`config.mk`:
```
export PLATFORM = sky130hd
export DESIGN_NAME = multicycle_control_flat
export DESIGN_NICKNAME = d
export VERILOG_FILES = /design/src/rtl/multicycle_control_pkg.sv /design/src/rtl/multicycle_control_if.sv /design/src/rtl/multicycle_control_alu_op_decode.sv /design/src/rtl/multicycle_control.sv /design/src/flat_wrapper.sv
export SDC_FILE = /design/constraint.sdc
export NUM_CORES = 1
export LEC_CHECK = 0
export CAP_MARGIN = 20
export CORE_MARGIN = 5
export CORE_UTILIZATION = 39
export DETAILED_ROUTE_END_ITERATION = 8
export GPL_TIMING_DRIVEN = 1
export PLACE_DENSITY = 0.75
export REMOVE_ABC_BUFFERS = 1
export SYNTH_ARGS = -nofsm -noshare
export SYNTH_HDL_FRONTEND = slang
export SYNTH_SLANG_ARGS = --single-unit
```
`constraint.sdc`:
```
create_clock -name clk -period 1.85 [get_ports clk]
set_input_delay 0.4625 -clock clk [delete_from_list [all_inputs] [get_ports clk]]
set_output_delay 0.4625 -clock clk [all_outputs]
set_load 0.02 [all_outputs]
```
`src/rtl/multicycle_control_pkg.sv`:
```
// Shared encodings for the multicycle MIPS control unit: opcodes, ALU
// operation codes (also used by the ALU), FSM state codes and PC source codes.
package mips_ctrl_pkg;

  // Opcode field [31:26] of the instruction register
  localparam logic [5:0] OP_ADD  = 6'b000000;
  localparam logic [5:0] OP_SUB  = 6'b000001;
  localparam logic [5:0] OP_ADDI = 6'b000010;
  localparam logic [5:0] OP_OR   = 6'b010000;
  localparam logic [5:0] OP_AND  = 6'b010001;
  localparam logic [5:0] OP_ORI  = 6'b010010;
  localparam logic [5:0] OP_SLL  = 6'b011000;
  localparam logic [5:0] OP_SLT  = 6'b100110;
  localparam logic [5:0] OP_SW   = 6'b110000;
  localparam logic [5:0] OP_LW   = 6'b110001;
  localparam logic [5:0] OP_BEQ  = 6'b110100;
  localparam logic [5:0] OP_J    = 6'b111000;
  localparam logic [5:0] OP_HALT = 6'b111111;

  typedef enum logic [2:0] {
    ALU_ADD = 3'b000,
    ALU_SUB = 3'b001,
    ALU_SLT = 3'b010,
    ALU_SRL = 3'b011,
    ALU_SLL = 3'b100,
    ALU_OR  = 3'b101,
    ALU_AND = 3'b110,
    ALU_XOR = 3'b111
  } alu_op_e;

  typedef enum logic [3:0] {
    S_IF      = 4'd0,
    S_ID      = 4'd1,
    S_EXE_AL  = 4'd2,
    S_WB_AL   = 4'd3,
    S_EXE_BR  = 4'd4,
    S_EXE_MEM = 4'd5,
    S_MEM     = 4'd6,
    S_WB_LD   = 4'd7,
    S_HALT    = 4'd8
  } state_e;

  typedef enum logic [1:0] {
    PC_NEXT   = 2'b00,
    PC_BRANCH = 2'b01,
    PC_JUMP   = 2'b10
  } pc_src_e;

  // Coarse grouping of states, enough to pick the ALU operation
  typedef enum logic [1:0] {
    CLS_FETCH  = 2'd0,
    CLS_ALU    = 2'd1,
    CLS_BRANCH = 2'd2,
    CLS_MEM    = 2'd3
  } state_class_e;

  // Instructions that run through EXE_AL / WB_AL
  function automatic logic is_alu_op(input logic [5:0] op);
    return (op == OP_ADD) || (op == OP_SUB) || (op == OP_ADDI) ||
           (op == OP_OR)  || (op == OP_AND) || (op == OP_ORI)  ||
           (op == OP_SLL) || (op == OP_SLT);
  endfunction

  // Register-register forms write rd instead of rt
  function automatic logic is_rtype(input logic [5:0] op);
    return (op == OP_ADD) || (op == OP_SUB) || (op == OP_OR) ||
           (op == OP_AND) || (op == OP_SLL) || (op == OP_SLT);
  endfunction

endpackage

```
`src/rtl/multicycle_control_if.sv`:
```
// Control bus between the multicycle control unit and the MIPS datapath.
// No handshake: every signal is a level valid for the current clock cycle;
// the datapath drives opcode/zero, the control unit drives all enables.
interface multicycle_control_if;
  logic [5:0] opcode;
  logic       zero;
  logic       PCWre;
  logic       IRWre;
  logic       InsMemRW;
  logic       RegWre;
  logic       RegDst;
  logic       ALUSrcA;
  logic       ALUSrcB;
  logic       ExtSel;
  logic [2:0] ALUOp;
  logic       mRD;
  logic       mWR;
  logic       DBDataSrc;
  logic [1:0] PCSrc;

  modport master (
    input  opcode, zero,
    output PCWre, IRWre, InsMemRW, RegWre, RegDst, ALUSrcA, ALUSrcB,
           ExtSel, ALUOp, mRD, mWR, DBDataSrc, PCSrc
  );

  modport slave (
    output opcode, zero,
    input  PCWre, IRWre, InsMemRW, RegWre, RegDst, ALUSrcA, ALUSrcB,
           ExtSel, ALUOp, mRD, mWR, DBDataSrc, PCSrc
  );
endinterface

```
`src/rtl/multicycle_control_alu_op_decode.sv`:
```
// Combinational ALU operation select from opcode and the class of the
// current state. Address arithmetic for memory ops is an add, branch
// compare is a subtract, and ALU instructions decode their own operation.
module alu_op_decode
  import mips_ctrl_pkg::*;
(
  input  logic [5:0]   opcode,
  input  state_class_e st_class,
  output alu_op_e      alu_op
);

  // Select operation by state class, then by opcode for ALU instructions
  always_comb begin
    alu_op = ALU_ADD;
    case (st_class)
      CLS_ALU: begin
        case (opcode)
          OP_ADD, OP_ADDI: alu_op = ALU_ADD;
          OP_SUB:          alu_op = ALU_SUB;
          OP_SLT:          alu_op = ALU_SLT;
          OP_SLL:          alu_op = ALU_SLL;
          OP_OR, OP_ORI:   alu_op = ALU_OR;
          OP_AND:          alu_op = ALU_AND;
          default:         alu_op = ALU_ADD;
        endcase
      end
      CLS_BRANCH: alu_op = ALU_SUB;
      default:    alu_op = ALU_ADD;
    endcase
  end

endmodule

```
`src/rtl/multicycle_control.sv`:
```
// Multicycle control unit: sequences each instruction through
// IF/ID/EXE/MEM/WB and decodes the datapath enables per state.
// Outputs are combinational from state, opcode and zero, and are
// forced low while rst_n is asserted.
module multicycle_control
  import mips_ctrl_pkg::*;
(
  input  logic                       clk,
  input  logic                       rst_n,
  multicycle_control_if.master       bus,
  output logic [3:0]                 state
);

  state_e       state_q, state_d;
  state_class_e st_class;
  alu_op_e      alu_op;

  logic op_j, op_halt, op_beq, op_lw, op_sw, op_alu;

  assign op_j    = (bus.opcode == OP_J);
  assign op_halt = (bus.opcode == OP_HALT);
  assign op_beq  = (bus.opcode == OP_BEQ);
  assign op_lw   = (bus.opcode == OP_LW);
  assign op_sw   = (bus.opcode == OP_SW);
  assign op_alu  = is_alu_op(bus.opcode);

  // Next-state selection; undefined opcodes fall back to IF after ID
  always_comb begin
    state_d = state_q;
    case (state_q)
      S_IF: state_d = S_ID;
      S_ID: begin
        if (op_j)                state_d = S_IF;
        else if (op_halt)        state_d = S_HALT;
        else if (op_beq)         state_d = S_EXE_BR;
        else if (op_lw || op_sw) state_d = S_EXE_MEM;
        else if (op_alu)         state_d = S_EXE_AL;
        else                     state_d = S_IF;
      end
      S_EXE_AL:  state_d = S_WB_AL;
      S_WB_AL:   state_d = S_IF;
      S_EXE_BR:  state_d = S_IF;
      S_EXE_MEM: state_d = S_MEM;
      S_MEM:     state_d = op_lw ? S_WB_LD : S_IF;
      S_WB_LD:   state_d = S_IF;
      S_HALT:    state_d = S_HALT;
      default:   state_d = S_IF;
    endcase
  end

  // State register; reset aborts any instruction and returns to IF
  always_ff @(posedge clk or negedge rst_n) begin
    if (!rst_n) state_q <= S_IF;
    else        state_q <= state_d;
  end

  assign state = state_q;

  // Group states so the ALU decoder only sees what it needs
  always_comb begin
    st_class = CLS_FETCH;
    case (state_q)
      S_EXE_AL, S_WB_AL:         st_class = CLS_ALU;
      S_EXE_BR:                  st_class = CLS_BRANCH;
      S_EXE_MEM, S_MEM, S_WB_LD: st_class = CLS_MEM;
      default:                   st_class = CLS_FETCH;
    endcase
  end

  alu_op_decode u_alu_op_decode (
    .opcode   (bus.opcode),
    .st_class (st_class),
    .alu_op   (alu_op)
  );

  // Datapath enables; all held low during reset
  always_comb begin
    bus.PCWre     = 1'b0;
    bus.IRWre     = 1'b0;
    bus.InsMemRW  = 1'b0;
    bus.RegWre    = 1'b0;
    bus.RegDst    = 1'b0;
    bus.ALUSrcA   = 1'b0;
    bus.ALUSrcB   = 1'b0;
    bus.ExtSel    = 1'b0;
    bus.ALUOp     = ALU_ADD;
    bus.mRD       = 1'b0;
    bus.mWR       = 1'b0;
    bus.DBDataSrc = 1'b0;
    bus.PCSrc     = PC_NEXT;
    if (rst_n) begin
      bus.InsMemRW  = (state_q == S_IF);
      bus.IRWre     = (state_q == S_IF);
      // PC advances in whichever state closes the instruction
      bus.PCWre     = (state_q != S_IF) && (state_q != S_HALT) && (state_d == S_IF);
      bus.RegWre    = (state_q == S_WB_AL) || (state_q == S_WB_LD);
      bus.DBDataSrc = (state_q == S_WB_LD);
      bus.mWR       = (state_q == S_MEM) && op_sw;
      bus.mRD       = ((state_q == S_MEM) || (state_q == S_WB_LD)) && op_lw;
      bus.RegDst    = is_rtype(bus.opcode);
      bus.ALUSrcA   = (bus.opcode == OP_SLL);
      bus.ALUSrcB   = (bus.opcode == OP_ADDI) || (bus.opcode == OP_ORI) || op_lw || op_sw;
      bus.ExtSel    = (bus.opcode != OP_ORI);
      bus.ALUOp     = alu_op;
      if ((state_q == S_ID) && op_j)
        bus.PCSrc = PC_JUMP;
      else if ((state_q == S_EXE_BR) && bus.zero)
        bus.PCSrc = PC_BRANCH;
    end
  end

endmodule
```
`src/flat_wrapper.sv`:
```
// flat-port wrapper written by rule: the top's interface ports become plain ports
module multicycle_control_flat import mips_ctrl_pkg::*;
  (clk, rst_n, state, bus_opcode, bus_zero, bus_PCWre, bus_IRWre, bus_InsMemRW, bus_RegWre, bus_RegDst, bus_ALUSrcA, bus_ALUSrcB, bus_ExtSel, bus_ALUOp, bus_mRD, bus_mWR, bus_DBDataSrc, bus_PCSrc);
  multicycle_control_if bus_i ();
  input  logic clk;
  input  logic rst_n;
  output logic [3:0] state;
  input wire logic [$bits(bus_i.opcode)-1:0] bus_opcode;
  input wire logic [$bits(bus_i.zero)-1:0] bus_zero;
  output wire logic [$bits(bus_i.PCWre)-1:0] bus_PCWre;
  output wire logic [$bits(bus_i.IRWre)-1:0] bus_IRWre;
  output wire logic [$bits(bus_i.InsMemRW)-1:0] bus_InsMemRW;
  output wire logic [$bits(bus_i.RegWre)-1:0] bus_RegWre;
  output wire logic [$bits(bus_i.RegDst)-1:0] bus_RegDst;
  output wire logic [$bits(bus_i.ALUSrcA)-1:0] bus_ALUSrcA;
  output wire logic [$bits(bus_i.ALUSrcB)-1:0] bus_ALUSrcB;
  output wire logic [$bits(bus_i.ExtSel)-1:0] bus_ExtSel;
  output wire logic [$bits(bus_i.ALUOp)-1:0] bus_ALUOp;
  output wire logic [$bits(bus_i.mRD)-1:0] bus_mRD;
  output wire logic [$bits(bus_i.mWR)-1:0] bus_mWR;
  output wire logic [$bits(bus_i.DBDataSrc)-1:0] bus_DBDataSrc;
  output wire logic [$bits(bus_i.PCSrc)-1:0] bus_PCSrc;
  assign bus_i.opcode = bus_opcode;
  assign bus_i.zero = bus_zero;
  assign bus_PCWre = bus_i.PCWre;
  assign bus_IRWre = bus_i.IRWre;
  assign bus_InsMemRW = bus_i.InsMemRW;
  assign bus_RegWre = bus_i.RegWre;
  assign bus_RegDst = bus_i.RegDst;
  assign bus_ALUSrcA = bus_i.ALUSrcA;
  assign bus_ALUSrcB = bus_i.ALUSrcB;
  assign bus_ExtSel = bus_i.ExtSel;
  assign bus_ALUOp = bus_i.ALUOp;
  assign bus_mRD = bus_i.mRD;
  assign bus_mWR = bus_i.mWR;
  assign bus_DBDataSrc = bus_i.DBDataSrc;
  assign bus_PCSrc = bus_i.PCSrc;
  multicycle_control u_core (.clk(clk), .rst_n(rst_n), .bus(bus_i), .state(state));
endmodule
```
* Word level (Yosys, flattened, before mapping)
Cells that the tools add are included.
** Storage, ports and cells
- Flip-flop bits (word level) :: 4
- Input bits :: 9
- Output and inout bits :: 20
- Logic and storage cells :: 79
** Operators by class
- Eq/ne operators :: 24
- Muxes and demuxes :: 24
- Reductions and logical operators :: 30
** Operators by type and width (count)
- equality test 6 bit (second input constant) :: 6
- equality test 6 x 5 -> 1 bit (second input constant) :: 4
- one-hot mux 4 bit (6 select lines) :: 1
- logical OR 1 bit :: 17
- equality test 4 x 3 -> 1 bit (second input constant) :: 4
- 2-to-1 mux 4 bit :: 4
- one-hot mux 3 bit (5 select lines) :: 1
- 2-to-1 mux 1 bit :: 11
- equality test 4 x 2 -> 1 bit (second input constant) :: 2
- zero test 4 bit :: 2
- equality test 6 x 1 -> 1 bit (second input constant) :: 1
- equality test 6 x 2 -> 1 bit (second input constant) :: 1
- logical AND 1 bit :: 6
- zero test 6 bit :: 1
- 2-to-1 mux 2 bit :: 3
- 2-to-1 mux 3 bit :: 2
- inequality test 6 x 5 -> 1 bit (second input constant) :: 1
- one-hot mux 2 bit (3 select lines) :: 1
- one-hot mux 3 bit (2 select lines) :: 1
- equality test 4 x 1 -> 1 bit (second input constant) :: 1
- equality test 4 bit (second input constant) :: 1
- inequality test 4 bit (second input constant) :: 1
- nonzero test 4 bit :: 1
- OR reduction 2 bit :: 2
- other kinds (3) :: 3

* Depth between registers and ports, before layout
Gate-level depths: netlist of the first run.
- Depth in word-level cells :: 17
- Gate-level depth with buffers :: 7
- Mapped depth without buffers :: 6

* Cells and area by module
A second synthesis of the first run with hierarchy kept.
** Unflattened totals
- Cell total of the unflattened synthesis :: 94
- Area total of the unflattened synthesis :: 666.9 um^2
** By module, submodules not included
- multicycle_control :: times used 1, cells each 74, area an instance 535.5 um^2, sequential area each 100.1 um^2
- alu_op_decode :: times used 1, cells each 20, area an instance 131.4 um^2, sequential area each 0.0 um^2

* Least setup slack after synthesis of the first run
No wires, ideal clock.
- Path kind :: flip-flop to output port
- Start :: register u_core.state_q[3], in the netlist u_core.state[3]
- End :: output port bus_InsMemRW
- Arrival :: 1.810 ns
- Path slack :: -0.423 ns
- Cell stages (with the launch flop) :: 5
- Cell sequence :: dfrtp_1 buf_2 nand2b_1 nor4_1 buf_4
** Between the ends
- Word-level cells in the longest chain between the ends :: 2
** Ends and longest elaborated chain
- from (decl) :: line multicycle_control.sv:14 : state_e state_q, state_d;
- from (signal assigned) :: line multicycle_control.sv:54 : else state_q <= state_d;
- zero test 4 bit
- 2-to-1 mux 1 bit
- to (decl) :: line flat_wrapper.sv:12 : output wire logic [$bits(bus_i.InsMemRW)-1:0] bus_InsMemRW;
No other way between the ends.

* Final worst setup path of the first run
- Start :: register u_core.state_q[1], in the netlist u_core.state[1]
- End :: output port bus_PCWre
** Between the ends
- Word-level cells in the longest chain between the ends :: 5
- Elaborated cells on any way between the ends :: 13
- Those cells by class :: eq/ne: 6; mux: 2; reduce/logical: 5
** Ends and longest elaborated chain
- equality test 4 bit, or another cell as far along :: line multicycle_control.sv:30 : case (state_q)
- one-hot mux 4 bit (6 select lines) :: line multicycle_control.sv:30
- zero test 4 bit :: line multicycle_control.sv:95 : bus.PCWre = (state_q != S_IF) && (state_q != S_HALT) && (state_d == S_IF);
- logical AND 1 bit * :: line multicycle_control.sv:95
- 2-to-1 mux 1 bit * :: line multicycle_control.sv:91 : if (rst_n) begin
- to (decl) :: line flat_wrapper.sv:10 : output wire logic [$bits(bus_i.PCWre)-1:0] bus_PCWre;
Mark *: on every way between the ends. The rest lies on a longest branch, timed or not.

==> flow_summary.json, run 1 <==
{
  "syn_to_final_growth_pct": 104,
  "share_of_final_layout_standard_cells_stronger_than_drive_strength_1": 0.640,
  "clock-sinks": 4,
  "critical_path.endpoint_type": "primary output",
  "sequential_cell_area_fraction_in_the_yosys_report": 0.131,
  "groute.usage.overall": 0.240,
  "critical_path.most_common_cell": "sky130_fd_sc_hd__a211o_1",
  "path_cells": "buf_6 > a211o_1 > nand2_1 > a211o_1 > nor4b_2 > buf_4",
  "route.vias.total": 1079,
  "clk-insertion-delay-late_ns": 0.26,
  "drt_pass1_iterations": 4,
  "grt_overflow_total": 0,
  "crit_slowest_cell": "sky130_fd_sc_hd__dfrtp_2",
  "timing.hold.worst.class": "primary input to asynchronous set/reset pin",
  "ios": 29,
  "max_clock_freq_mhz": 452,
  "yosys_warnings": 0,
  "final_slew_violations": 0,
  "violations": "negative setup slack",
  "synthesized_area_per_cell_um2": 7.73,
  "antenna_found_initial": 0,
  "core-area_um2": 1920,
  "n_antenna_cell": 0,
  "net-switching-power_w": 0.000587,
  "final_cells": 191,
  "post_synthesis_cell_count": 99,
  "synth_top_area_frac": 0.131,
  "ys_seq_elements": 4,
  "via_count_of_the_first_global_routing_pass": 1174,
  "finish.utilization": 0.813,
  "cts_tree": "yes",
  "routedWlPerCell_um": 17.2,
  "vdd_ir_drop_max_v": 0.000454,
  "share_comb_of_total_power": 0.794,
  "cts_root_cell": "sky130_fd_sc_hd__clkbuf_4",
  "cts_htree_levels": 1,
  "drtAntennaViolNets": 0,
  "grt_util_met2": 0.428,
  "synth.top_cells.by_area": "sky130_fd_sc_hd__dfrtp_1, sky130_fd_sc_hd__buf_6, sky130_fd_sc_hd__nor4_1",
  "port_buffers": 28,
  "finalNetCount": 177,
  "fillers": 115,
  "setup_violation_total_in_the_final_timing_report": 14,
  "gp_routability_congestion": 0.865,
  "largest_reg_flops": 4,
  "synthesis.area_um2": 766,
  "grt.met1_usage": 0.250,
  "drt_drc_violations_left": 0,
  "power_frac_seq": 0.111,
  "grt_most_used_layer": "met2",
  "postRouteWirelength_um": 3290,
  "path_class": "register to primary output",
  "power.leakage_nw": 0.703,
  "place.detailed.hpwl_um": 2050,
  "clk_pin_slew_ns": 0.05,
  "grt_setup_unrepaired": "true",
  "num_rows": 16,
  "grt_max_degree": 11,
  "cts_buffers": 3,
  "clockPowerShare": 0.094,
  "period_share": 1.20,
  "max_slew.worst_pin.slew_ns": 0.293,
  "initial_utilization": 0.398,
  "cts.path.max_buffers": 2,
  "post_drt_via_cell_ratio": 5.65,
  "placed_cells_incl_taps": 176,
  "floorplan.die_area_um2": 2950,
  "detailedRoute.firstIterationViolations": 22,
  "synth_top_area_cell": "sky130_fd_sc_hd__dfrtp_1",
  "critical_path.startpoint_type": "register",
  "p_per_area_nw_per_um2": 833,
  "die_width_um": 54.3,
  "maxSlewHeadroom": 0.803,
  "netSwitchingFraction": 0.451,
  "gr-usage-met3": 0.0436,
  "worst_ep_arrival_time_ns": 1.75,
  "crit_path_max_incr_delay_ns": 0.43,
  "count_of_cell_types_in_the_netlist": 42,
  "die_h_um": 54.3,
  "outcome": "finished, violations left",
  "register_area_um2": 103,
  "cell_internal_pwr_w": 0.000716,
  "final_count_of_hold_timing_violations": 0,
  "cp.required_ns": 1.39,
  "timing.critical_path.fanout_max": 6,
  "max_cap_viols": 0,
  "clock_skew_ns": 0.0202,
  "final_worst_path_setup_slack_ns": -0.363,
  "multiInputGateArea_um2": 694,
  "finalCriticalPeriod_ns": 2.21,
  "grt_pass1_wl_um": 5130
}
[synth_stat cells, drive strengths merged]
library cell / count
buf: 10
nor2: 9
inv: 8
nand2: 7
nor3: 6
nor4: 6
nand2b: 5
dfrtp: 4
a21oi: 3
nand3: 3
o21a: 3
a211o: 2
and3: 2
ha: 2
nand4: 2
nor4b: 2
o21ai: 2
o31a: 2
o31ai: 2
a2111oi: 1
a211oi: 1
a22o: 1
a31oi: 1
a41oi: 1
and3b: 1
and4: 1
clkbuf: 1
maj3: 1
nand3b: 1
nand4b: 1
nor3b: 1
o221a: 1
o32ai: 1
o41ai: 1
or2: 1
or2b: 1
or3: 1
or4: 1
[through the flow]
stage	total power [W]	worst slack, ns	hold slack, ns	TNS, ns	area (µm²)
2_1_floorplan	0.000508	-0.572	0.167	-2.42	679
3_3_place_gp	0.000886	-1.19	0.561	-15.36	1240
3_5_place_dp	0.000899	-1.23	0.575	-15.97	1240
4_1_cts	0.00117	-0.360	0.106	-2.14	1440
5_1_grt	0.00139	-0.469	0.158	-3.36	1560
6_report	0.00130	-0.363	0.157	-2.44	1560
[cell type report]
cell class | count | area share
repair buffers | 73 | 0.433
multi-input cells | 76 | 0.444
flip-flops and latches | 4 | 0.0657
inverters | 8 | 0.0208
clock buffers | 3 | 0.0144
well taps | 27 | 0.0216
[cell families (layout without fill, tap and decap cells)]
logic type | after synthesis | count (layout) | synth area share
and+or+nand+nor | 51 | 51 | 0.399
AOI/OAI and AO/OA | 22 | 22 | 0.271
DFF | 4 | 4 | 0.131
adders and majority gates | 3 | 3 | 0.0474
buffers and inverters | 19 | 84 | 0.152
[cell usage in the layout, fill, tap and decap left out, types with 2 or more instances in the layout]
| master | n |
|---|---|
| sky130_fd_sc_hd__buf_4 | 38 |
| sky130_fd_sc_hd__buf_6 | 21 |
| sky130_fd_sc_hd__nand2_1 | 6 |
| sky130_fd_sc_hd__nor4_1 | 4 |
| sky130_fd_sc_hd__nor2_1 | 4 |
| sky130_fd_sc_hd__inv_1 | 4 |
| sky130_fd_sc_hd__dlygate4sd2_1 | 4 |
| sky130_fd_sc_hd__a21oi_1 | 3 |
| sky130_fd_sc_hd__inv_2 | 3 |
| sky130_fd_sc_hd__nand2b_4 | 3 |
| sky130_fd_sc_hd__o21a_1 | 3 |
| sky130_fd_sc_hd__nand3_1 | 3 |
| sky130_fd_sc_hd__nor2_4 | 3 |
| sky130_fd_sc_hd__nor3_2 | 3 |
| sky130_fd_sc_hd__clkbuf_4 | 3 |
| sky130_fd_sc_hd__buf_8 | 3 |
| sky130_fd_sc_hd__nand4_1 | 2 |
| sky130_fd_sc_hd__nor2_2 | 2 |
| sky130_fd_sc_hd__o31ai_2 | 2 |
| sky130_fd_sc_hd__o31a_1 | 2 |
| sky130_fd_sc_hd__nand2b_1 | 2 |
| sky130_fd_sc_hd__nor3_1 | 2 |
| sky130_fd_sc_hd__a211o_1 | 2 |
| sky130_fd_sc_hd__buf_12 | 2 |
| sky130_fd_sc_hd__buf_2 | 2 |
| sky130_fd_sc_hd__dfrtp_1 | 2 |
| sky130_fd_sc_hd__dfrtp_2 | 2 |
[layer usage]
metal	up-vias	wire length, µm
met5	-	0
met4	0	137
met3	13	172
met2	54	1710
met1	512	1260
li1	500	-
[timing repair]
item                                   CTS  global route
setup endpoints to repair               22            16
hold buffers                             0             1
buffers inserted                        10             2
pin swaps                               18             8
cloned                                   0             0
resized for setup                      167            24
endpoints found under the hold margin    0             1
[path summary, 6_finish.rpt]
path / startpoint / end / slack [ns] / cells after the start
setup / recovery: u_core.state[1] / bus_PCWre / -0.36 / 6
hold / removal: rst_n / u_core.state[1] / 0.16 / 2
setup reg to reg: u_core.state[0] / u_core.state[3] / 0.25 / 5
hold reg to reg: u_core.state[2] / u_core.state[3] / 0.66 / 2
max in group asynchronous: rst_n / u_core.state[0] / 1.16 / 2
min in group clk: bus_opcode[3] / u_core.state[2] / 0.65 / 3
[worst max-delay path, delay by kind of cell, from the launching register on]
family	cells	cell delay [ns]
AND/OR/NAND/NOR	2	0.33
buffers and inverters	2	0.33
AO/OA/AOI/OAI	2	0.40
flip-flops	1	0.43
[power groups by stage]
stage / Sequential, W / Clock [W] / Combinational (W)
after detailed placement: 0.000138 / 0 / 0.000762
final: 0.000145 / 0.000123 / 0.00103
after CTS: 0.000145 / 0.000121 / 0.000903
after global routing: 0.000149 / 0.000137 / 0.00110
after floorplan: 0.000212 / 0 / 0.000296
after global placement: 0.000137 / 0 / 0.000749
(Power assumes the default switching activity.)
==> inputs of run 2 (changes only) <==
--- a/config.mk
+++ b/config.mk
@@ -7,10 +7,12 @@
 export LEC_CHECK = 0
 export CAP_MARGIN = 20
 export CORE_MARGIN = 5
-export CORE_UTILIZATION = 39
+export CORE_UTILIZATION = 41
+export CTS_BUF_LIST = sky130_fd_sc_hd__clkbuf_4 sky130_fd_sc_hd__clkbuf_8
+export CTS_CLUSTER_DIAMETER = 200
 export DETAILED_ROUTE_END_ITERATION = 8
 export GPL_TIMING_DRIVEN = 1
-export PLACE_DENSITY = 0.75
+export PLACE_DENSITY = 0.78
 export REMOVE_ABC_BUFFERS = 1
 export SYNTH_ARGS = -nofsm -noshare
 export SYNTH_HDL_FRONTEND = slang
==> flow_summary.json, run 2 <==
{
  "num_rows": 15,
  "worstEpCategory": "top-level output",
  "synth-edff-count": 0,
  "cts_htree_levels": 1,
  "sequential_cell_area_fraction_in_the_yosys_report": 0.131,
  "stop_stage": "global routing",
  "place.detailed.hpwl_um": 2240,
  "synthesis.area_um2": 766,
  "cts_root_cell": "sky130_fd_sc_hd__clkbuf_4",
  "port_buffers": 28,
  "die_width_um": 53.2,
  "ys_seq_elements": 4,
  "initial_utilization": 0.439,
  "outcome": "aborted with a tool error",
  "post-synth-top-count-cell": "sky130_fd_sc_hd__nor2_1",
  "synth-async-reset-ratio": 1.00,
  "placed_cells_incl_taps": 182,
  "synthesized_area_per_cell_um2": 7.73,
  "die_h_um": 53.2,
  "yosys_warnings": 0,
  "post_synthesis_cell_count": 99,
  "post_synth_most_frequent_cells": "sky130_fd_sc_hd__nor2_1, sky130_fd_sc_hd__inv_1, sky130_fd_sc_hd__nand2_1",
  "error_line": "[ERROR DPL-0038] Utilization greater than 100%, impossible to legalize",
  "clock-sinks": 4,
  "postSynth.topFlopCell": "sky130_fd_sc_hd__dfrtp_1",
  "grt_max_degree": 10,
  "cts_buffers": 3,
  "grt_worst_setup_endpoint": "bus_PCWre",
  "cts.path.max_buffers": 2,
  "gp_routability_congestion": 0.923,
  "synth.top_cells.by_area": "sky130_fd_sc_hd__dfrtp_1, sky130_fd_sc_hd__buf_6, sky130_fd_sc_hd__nor4_1",
  "ios": 29,
  "count_of_cell_types_in_the_netlist": 42,
  "postCtsHoldBufs": 0,
  "synth_top_area_frac": 0.131,
  "synth_top_area_cell": "sky130_fd_sc_hd__dfrtp_1"
}
run 2: logic make-up after synthesis:
kind of cell | after synthesis | synth area share
compound gates | 22 | 0.271
fa+ha+maj | 3 | 0.0474
buf+inv | 19 | 0.152
flops | 4 | 0.131
simple gates | 51 | 0.399
run 2: timing repair:
action	in CTS
setup buffers	8
gates cloned	0
pin swaps	19
gates resized for setup	175
setup endpoints to repair	21
run 2: metrics by stage:
step	hold WS, ns	setup slack, ns	area [µm²]
after floorplan	0.167	-0.572	679
after global placement	0.605	-1.22	1300
after detailed placement	0.619	-1.30	1300
after CTS	0.528	-0.365	1540
==> inputs of run 3 (changes only) <==
--- a/config.mk
+++ b/config.mk
@@ -6,13 +6,11 @@
 export NUM_CORES = 1
 export LEC_CHECK = 0
 export CAP_MARGIN = 20
-export CORE_MARGIN = 5
-export CORE_UTILIZATION = 41
-export CTS_BUF_LIST = sky130_fd_sc_hd__clkbuf_4 sky130_fd_sc_hd__clkbuf_8
-export CTS_CLUSTER_DIAMETER = 200
+export CORE_AREA = 5 5 66 68
 export DETAILED_ROUTE_END_ITERATION = 8
+export DIE_AREA = 0 0 71 73
 export GPL_TIMING_DRIVEN = 1
-export PLACE_DENSITY = 0.78
+export PLACE_DENSITY_LB_ADDON = 0.15
 export REMOVE_ABC_BUFFERS = 1
 export SYNTH_ARGS = -nofsm -noshare
 export SYNTH_HDL_FRONTEND = slang
==> constraint.sdc (replaced) <==
create_clock -name clk -period 2.4 [get_ports clk]
set_input_delay 0.6 -clock clk [delete_from_list [all_inputs] [get_ports clk]]
set_output_delay 0.6 -clock clk [all_outputs]
set_load 0.02 [all_outputs]
==> flow_summary.json, run 3 (synthesis gave the netlist of run 1 again) <==
{
  "clk_pin_slew_ns": 0.03,
  "n_antenna_cell": 0,
  "register_area_um2": 100,
  "routedLengthMet1_um": 1300,
  "share_of_final_layout_standard_cells_stronger_than_drive_strength_1": 0.560,
  "setup_violation_total_in_the_final_timing_report": 1,
  "final_count_of_hold_timing_violations": 0,
  "final_worst_path_setup_slack_ns": -0.0549,
  "antenna_found_initial": 0,
  "grt_overflow_total": 0,
  "core-area_um2": 3800,
  "top_layer": "met3",
  "final_slew_violations": 0,
  "die_h_um": 73,
  "gp_routability_congestion": 0.777,
  "grt_setup_unrepaired": "true",
  "postCtsHoldBufs": 0,
  "drt_pass1_iterations": 4,
  "num_rows": 23,
  "violations": "negative setup slack",
  "ios": 29,
  "max_slew.worst_pin.slew_ns": 0.523,
  "timing.hold.worst.class": "primary input to asynchronous set/reset pin",
  "critical_path.endpoint_type": "primary output",
  "power.leakage_nw": 0.678,
  "postRouteWirelength_um": 3070,
  "rrSetupSlack_ns": 0.77,
  "whs_ns": 0.502,
  "initial_utilization": 0.202,
  "max_cap_viols": 0,
  "clock-sinks": 4,
  "vdd_ir_drop_max_v": 0.000204,
  "fillers": 393,
  "port_buffers": 28,
  "cts_htree_levels": 1,
  "p_total_w": 0.000984,
  "cts_buffers": 3,
  "outcome": "finished, violations left",
  "critical_path.startpoint_type": "primary input",
  "crit-reg2reg-launch": "u_core.state[0]",
  "mostFrequentLayoutCells": "sky130_fd_sc_hd__buf_4, sky130_fd_sc_hd__nor2_1, sky130_fd_sc_hd__buf_6",
  "largest_reg_flops": 4,
  "syn_to_final_growth_pct": 98.9,
  "die_width_um": 71,
  "clock_skew_ns": 0.00180,
  "layout.cells.most_common": "sky130_fd_sc_hd__buf_4",
  "crit_path_start": "bus_opcode[2]",
  "cts_tree": "yes",
  "placed_cells_incl_taps": 209,
  "clk-insertion-delay-late_ns": 0.22,
  "routed-wl-met2_um": 1600,
  "path_class": "primary input to primary output",
  "place.detailed.hpwl_um": 2500,
  "multiInputGateArea_um2": 653,
  "post_drt_via_cell_ratio": 4.61,
  "drt_drc_violations_left": 0,
  "grt_pass1_wl_um": 5180,
  "detailedRoute.firstIterationViolations": 42,
  "routedWlPerCell_um": 14.2,
  "finalNetCount": 179,
  "place_worst_setup_slack_ns": -0.980,
  "p_per_area_nw_per_um2": 646,
  "max_clock_freq_mhz": 407,
  "route.met3.wl_um": 167,
  "grt_max_degree": 9,
  "cp.required_ns": 1.80,
  "finalCriticalPeriod_ns": 2.45,
  "cts.path.max_buffers": 2,
  "period_share": 1.02,
  "groute.usage.overall": 0.124,
  "via_count_of_the_first_global_routing_pass": 1077,
  "final_cells": 216,
  "timing.rr.end": "u_core.state[3]",
  "route.vias.total": 996,
  "floorplan.die_area_um2": 5180,
  "rr_worst_depth": 6,
  "timing.critical_path.fanout_max": 5,
  "cts_root_cell": "sky130_fd_sc_hd__clkbuf_8",
  "drtAntennaViolNets": 0,
  "worst_ep_arrival_time_ns": 1.85,
  "maxSlewHeadroom": 0.648
}
[run 3: worst max-delay path: stages]
cell,delay [ns]
sky130_fd_sc_hd__buf_8,0.10
sky130_fd_sc_hd__buf_12,0.12
sky130_fd_sc_hd__maj3_2,0.29
sky130_fd_sc_hd__o221a_1,0.24
sky130_fd_sc_hd__o31ai_4,0.07
sky130_fd_sc_hd__nor4b_4,0.25
sky130_fd_sc_hd__buf_4,0.18
[run 3: metal layers]
layer,global-route usage,vias to the layer above
li1,-,504
met1,0.153,466
met2,0.227,26
met3,0.0234,0
met4,0.0188,0
met5,0,-
[run 3: per-stage QoR]
step,setup TNS (ns),util,area (µm²)
final,-0.0549,0.401,1520
after global routing,-0.250,0.401,1520
after CTS,-0.113,0.378,1440
after detailed placement,-10.57,0.354,1350
after global placement,-10.54,0.354,1350
after floorplan,-0.319,-,679
[run 3: power by group]
part | internal (W) | switching (W) | total (W)
clock network | 0.000107 | 0.0000344 | 0.000141
registers | 0.0000866 | 0.0000223 | 0.000109
logic | 0.000382 | 0.000352 | 0.000734
total | 0.000576 | 0.000408 | 0.000984
[run 3: worst max path at each step]
| stage | to | slack (ns) |
|---|---|---|
| 2_1_floorplan | bus_IRWre | -0.16 |
| 5_1_grt | bus_PCWre | -0.11 |
| 4_1_cts | bus_PCWre | -0.11 |
| 3_5_place_dp | bus_PCWre | -0.98 |
| 3_3_place_gp | bus_PCWre | -0.94 |
| 6_report | bus_PCWre | -0.05 |
[run 3: timing repair]
| action | in CTS | in global routing |
|---|---|---|
| endpoints found under the setup margin | 16 | 9 |
| gates cloned | 0 | 0 |
| pin swaps | 8 | 12 |
| buffers inserted | 4 | 0 |
| resized for setup | 97 | 19 |
[run 3: area by class of cell]
cell class | count | area share
flip-flops and latches | 4 | 0.0657
well taps | 50 | 0.0411
multi-input cells | 76 | 0.429
inverters | 8 | 0.0197
repair buffers | 75 | 0.417
clock buffers | 3 | 0.0271
